===== src/rtl/watch_run_ctrl.sv =====
// Stopwatch run-control sequencer: synchronises the four keys, detects rising
// edges and sequences the BCD counter's enable/clear/load and the lap capture.
module watch_run_ctrl #(
    parameter int SYNC_STAGES = 2
) (
    input  logic       clk,
    input  logic       rst_n,
    input  logic       key_start,
    input  logic       key_pause,
    input  logic       key_load,
    input  logic       key_lap,
    input  logic       cnt_ovf,
    output logic       cnt_en,
    output logic       cnt_clr,
    output logic       cnt_load,
    output logic       lap_cap,
    output logic [1:0] state
);

    // state | meaning
    // IDLE  | cleared/preset, waiting for start; load key presets the counter
    // RUN   | counting; lap key captures, pause/start/overflow leave
    // PAUSE | counting suspended; pause resumes, start stops
    // STOP  | frozen after stop or wrap; start clears and returns to IDLE
    localparam logic [1:0] ST_IDLE  = 2'b00;
    localparam logic [1:0] ST_RUN   = 2'b01;
    localparam logic [1:0] ST_PAUSE = 2'b10;
    localparam logic [1:0] ST_STOP  = 2'b11;

    localparam int NK     = 4;
    localparam int K_STRT = 0;
    localparam int K_PAUS = 1;
    localparam int K_LOAD = 2;
    localparam int K_LAP  = 3;

    logic [NK-1:0]                  key_raw;
    logic [NK-1:0][SYNC_STAGES-1:0] sync_q, sync_d;
    logic [NK-1:0]                  sync_out;
    logic [NK-1:0]                  hist_q, hist_d;
    logic [NK-1:0]                  edge_q, edge_d;
    logic                           ovf_q, ovf_d;

    logic [1:0] state_q, state_d;
    logic       cnt_en_q, cnt_en_d;
    logic       cnt_clr_q, cnt_clr_d;
    logic       cnt_load_q, cnt_load_d;
    logic       lap_cap_q, lap_cap_d;

    assign key_raw = {key_lap, key_load, key_pause, key_start};

    always_comb begin
        for (int k = 0; k < NK; k++) begin
            sync_d[k]   = {sync_q[k][SYNC_STAGES-2:0], key_raw[k]};
            sync_out[k] = sync_q[k][SYNC_STAGES-1];
        end
        hist_d = sync_out;
        edge_d = sync_out & ~hist_q;
        ovf_d  = cnt_ovf;
    end

    // Synchroniser and history reset high so a key held through reset is not an edge.
    always_ff @(posedge clk or negedge rst_n) begin
        if (!rst_n) begin
            sync_q <= '1;
            hist_q <= '1;
            edge_q <= '0;
            ovf_q  <= 1'b0;
        end else begin
            sync_q <= sync_d;
            hist_q <= hist_d;
            edge_q <= edge_d;
            ovf_q  <= ovf_d;
        end
    end

    // Each if/else chain encodes the event priority ovf > start > pause > load > lap.
    always_comb begin
        state_d    = state_q;
        cnt_clr_d  = 1'b0;
        cnt_load_d = 1'b0;
        lap_cap_d  = 1'b0;
        case (state_q)
            ST_IDLE: begin
                if (edge_q[K_STRT]) begin
                    state_d = ST_RUN;
                end else if (edge_q[K_LOAD]) begin
                    cnt_load_d = 1'b1;
                end
            end
            ST_RUN: begin
                if (ovf_q) begin
                    state_d = ST_STOP;
                end else if (edge_q[K_STRT]) begin
                    state_d = ST_STOP;
                end else if (edge_q[K_PAUS]) begin
                    state_d = ST_PAUSE;
                end else if (edge_q[K_LAP]) begin
                    lap_cap_d = 1'b1;
                end
            end
            ST_PAUSE: begin
                if (edge_q[K_STRT]) begin
                    state_d = ST_STOP;
                end else if (edge_q[K_PAUS]) begin
                    state_d = ST_RUN;
                end
            end
            ST_STOP: begin
                if (edge_q[K_STRT]) begin
                    state_d   = ST_IDLE;
                    cnt_clr_d = 1'b1;
                end
            end
            default: begin
                state_d = ST_IDLE;
            end
        endcase
        cnt_en_d = (state_d == ST_RUN);
    end

    always_ff @(posedge clk or negedge rst_n) begin
        if (!rst_n) begin
            state_q    <= ST_IDLE;
            cnt_en_q   <= 1'b0;
            cnt_clr_q  <= 1'b0;
            cnt_load_q <= 1'b0;
            lap_cap_q  <= 1'b0;
        end else begin
            state_q    <= state_d;
            cnt_en_q   <= cnt_en_d;
            cnt_clr_q  <= cnt_clr_d;
            cnt_load_q <= cnt_load_d;
            lap_cap_q  <= lap_cap_d;
        end
    end

    assign state    = state_q;
    assign cnt_en   = cnt_en_q;
    assign cnt_clr  = cnt_clr_q;
    assign cnt_load = cnt_load_q;
    assign lap_cap  = lap_cap_q;

endmodule


===== config.mk =====
export PLATFORM = sky130hd
export DESIGN_NAME = watch_run_ctrl
export DESIGN_NICKNAME = d
export VERILOG_FILES = /design/src/rtl/watch_run_ctrl.sv
export SDC_FILE = /design/constraint.sdc
export NUM_CORES = 1
export LEC_CHECK = 0
export CORE_MARGIN = 3
export CORE_UTILIZATION = 35
export DETAILED_ROUTE_END_ITERATION = 6
export GPL_ROUTABILITY_DRIVEN = 0
export PLACE_DENSITY = 0.67
export SLEW_MARGIN = 20
export SYNTH_ARGS = -nofsm -noshare
export SYNTH_HDL_FRONTEND = slang
export SYNTH_SLANG_ARGS = --single-unit

===== constraint.sdc =====
create_clock -name clk -period 0.9 [get_ports clk]
set_input_delay 0.18 -clock clk [delete_from_list [all_inputs] [get_ports clk]]
set_output_delay 0.18 -clock clk [all_outputs]
set_load 0.05 [all_outputs]

Word level (Yosys, flattened, before mapping). Cells that the tools add are included.

Flip-flop bits (word level): 23. Logic and storage cells: 37. Input port bits: 7. Output and inout port bits: 6.

Muxes and demuxes: 18. Eq/ne operators: 4. Bitwise logic cells: 2. Reductions and logical operators: 1.

Operators with widths (count): $mux 2 (7); $mux 1 (10); $pmux 2 s4 (1); $and 4x4->4 (1); $eq 2x1->1 const B (2); $eq 2x2->1 const B (2); $not 4->4 (1); $logic_not 2->1 (1).

Longest topological paths before layout.
Depth after elaboration: 5. Depth in mapped cells: 4. Mapped depth without buffers: 3.

Worst setup path after synthesis. OpenSTA, ideal clock, no wires.

Kind: register -> register. Start: register state_q[1] (netlist: state[1]). End: register cnt_en_q (netlist: cnt_en). Path buffers: 1. Path slack: -414 ps. Setup time: 105 ps. Period minus slack after synthesis: 1314 ps. Arrival time: 1210 ps. Stages on the path, launching flop included: 5. Data required time: 795 ps. Cell sequence: dfrtp_1 buf_6 nor4_4 nand2_1 o311ai_1.

Word-level cells in the longest chain between the ends: 5. Elaborated cells on any way between the ends: 13. Those cells by class: eq/ne (4); mux (8); reduce/logical (1).

RTL lines: start, declared (line 43) `logic [1:0] state_q, state_d;`; start signal, assigned (line 129) `state_q <= state_d;`; $mux 2 (line 95) `end else if (edge_q[K_PAUS]) begin`; $mux 2 (line 93) `end else if (edge_q[K_STRT]) begin`; $mux 2 (line 91) `if (ovf_q) begin`; $pmux 2 s4 (*) (line 82) `case (state_q)`; $eq 2x1->1 (*) (line 118) `cnt_en_d = (state_d == ST_RUN);`; via cnt_en_d (line 44) `logic cnt_en_q, cnt_en_d;`; end signal, assigned (line 130) `cnt_en_q <= cnt_en_d;`; end, declared (line 44).

The timed path passes the listed nets; every way through them passes the cells marked *.

Worst setup path in the final report.
Start: register state_q[0] (netlist: state[0]). End: output state[0].

RTL lines: end, declared (line 17) `output logic [1:0] state`.

No word-level cell between the ends.

==> results.ini <==
[run_status]
status = finished, violations left
violations = setup timing

[floorplan]
dieArea_mm2 = 0.00268
top_level_ports = 13
row_count = 15
die_h_um = 51.7
start_util_pct = 39.8
die_x_um = 51.7
coreArea_mm2 = 0.00184

[sta]
rsz0062_at_grt = yes
timing.final.crit_period_ns = 1.08
worst_slew_pin_slew_ns = 0.250
holdWs_ns = 0.209
skew_ns = 0.00101
relSlewSlack_pct = 83.2
drv_slew = 0
final_hold_viol_count = 0
setup_violations = 11
setup_ws_ns = -0.179
fmax_ghz = 0.927
period_share_pct = 120

[routing]
drt_iter0_drc = 0
avgRoutedWirePerCell_um = 12.1
drtPass1Iterations = 1
drt_wl_total_um = 1090
viasPerCell = 4.60
drc = 0
vias = 414
ant_nets = 0

[critical_path]
cpMaxStageDelayCell = dfrtp_2
startpoint_type = flop
cp.arrival_ns = 0.90
cpPeakStageDelay_ns = 0.45
worstPathMaxFanout = 2
worstPathCellList = buf_12
end_kind = output pin
cp_top_family = flip-flops
worstPathRequired_ns = 0.72
crit_type = flop to output pin
critPathBufInv = 1

[cts]
cts_buffers = 3
clkSinkCount = 23
clock_latency_ns = 0.29
clk_pin_slew_worst_paths_ns = 0.11
root_buffer = clkbuf_4
cts_tree = yes
clockBufferDepth = 2
htree_levels = 1

[global_route]
grt.total_usage_pct = 8.68
grt_pass1_wl_um = 1700
grt_max_degree = 24
grt_pass1_vias = 410
antenna_found_initial = 0
overflow = 0

[synthesis]
synthDistinctLibCells = 16
yosys_warnings = 0
synth-seq-cells = 23
avgSynthCellArea_um2 = 17.0
synthesis.nets = 50
yosysSeqAreaShare_pct = 80.7
synth_cells = 43
netlist_area_um2 = 732

[layout]
layout-drive-gt1-share_pct = 56.9
multiInputGateArea_um2 = 151
fillers = 156
post-route-util_pct = 58.0
layout.cells.non_filler = 90
num-nets-final = 73
synthToLayoutAreaGrowth_pct = 45.8
antenna_cells = 0
seq_area_um2 = 594

[flow_run]
drv_cap = 0

[placed_design]
dp_slack_ns = -0.127
dpl.hpwl_um = 711
io_buffers = 12
dp.cells = 81

[hold_path]
hp-class = input pin to asynchronous set/reset pin

[power_and_ir_drop]
cellLeakagePower_nw = 0.443
cellPowerDensity_mw_per_mm2 = 2490
peakVddDrop_v = 0.00112
power.total_mw = 2.65

## sequential cells by signal (all words and copies together), names as in the netlist, 2 cells and up
signal and cells:
hist_d 4, hist_q 4, state 2, edge_q 4, sync_d 4
## per-stage QoR
stage	area, um^2	setup TNS, ns
3_3_place_gp	968	-0.226
4_1_cts	1020	-1.77
6_report	1070	-1.57
5_1_grt	1070	-2.10
3_5_place_dp	968	-0.426
2_1_floorplan	741	-0.883
## cells in the mapped netlist
master / instances / share of area (%)
nor2b_1: 4 / 3.4
nor2_1: 1 / 0.51
dfrtp_1: 11 / 38
nand2_1: 2 / 1.0
a21oi_1: 1 / 0.68
dfstp_2: 12 / 43
o311ai_1: 1 / 1.2
nor4b_1: 2 / 2.4
inv_1: 1 / 0.51
a211oi_1: 1 / 1.0
buf_6: 1 / 1.5
nor4_4: 1 / 2.9
nand2b_1: 1 / 0.86
nor3_1: 2 / 1.4
and3_2: 1 / 1.0
and3_1: 1 / 0.86
## cell usage in the layout (no fill, tap or decap)
cell | Yosys | layout
a21oi_2 | 0 | 1
nor4_4 | 1 | 1
dfstp_2 | 12 | 12
and3_1 | 1 | 1
dfrtp_1 | 11 | 8
nor4b_2 | 0 | 2
o311ai_1 | 1 | 1
nand2b_1 | 1 | 1
nor2_1 | 1 | 1
clkdlybuf4s50_1 | 0 | 6
nor3_2 | 0 | 1
clkbuf_4 | 0 | 3
nor3_1 | 2 | 1
buf_12 | 0 | 7
clkbuf_1 | 0 | 1
dfrtp_2 | 0 | 3
a211oi_1 | 1 | 1
buf_6 | 1 | 4
buf_4 | 0 | 2
and3_4 | 0 | 1
nor2b_1 | 4 | 4
inv_1 | 1 | 1
nand2_1 | 2 | 2
## final cells by class
type	instances	area share (%)
Clock buffer	4	2.46
Inverter	1	0.352
Multi-Input combinational cell	18	14.2
Sequential cell	23	55.7
Tap cell	25	2.93
Timing Repair Buffer	19	24.4
## final timing paths
kind                                 from  cells after the start  slack [ns]   endpoint
max in group asynchronous           rst_n                      2        0.48  hist_d[0]
worst max-delay path             state[0]                      1       -0.18   state[0]
worst min-delay path                rst_n                      2        0.21     cnt_en
min in group clk                key_pause                      1        0.27  sync_d[3]
worst min register to register  sync_d[7]                      0        0.36  hist_d[3]
worst max register to register   state[1]                      4       -0.16   state[1]
## cells by family (layout without fill, tap and decap cells)
family | Yosys count | after routing | synth area share, %
DFF | 23 | 23 | 80.7
and+or+nand+nor | 15 | 15 | 14.4
AOI/OAI and AO/OA | 3 | 3 | 2.91
buffers and inverters | 2 | 24 | 2.05
## power by group
group          switching (mW)  total [mW]  internal (mW)
sequential             0.0951        1.26           1.17
combinational           0.475       0.948          0.473
clock                   0.270       0.442          0.172
total                   0.840        2.65           1.81
## metal layers
| layer | global-route usage [%] | up-vias | routed length, um |
|---|---|---|---|
| met4 | 5.24 | 0 | 15 |
| li1 | - | 188 | - |
| met3 | 2.01 | 2 | 67 |
| met1 | 9.38 | 210 | 421 |
| met2 | 15.3 | 14 | 585 |
| met5 | 0 | - | 0 |
## timing repair
action | in CTS | in global routing
cloned | 0 | 0
hold buffers | 0 | 0
setup endpoints to repair | 11 | 12
buffers inserted | 2 | 3
pin swaps | 1 | 3
resized for setup | 3 | 6
Power figures use the tool's default switching activity.
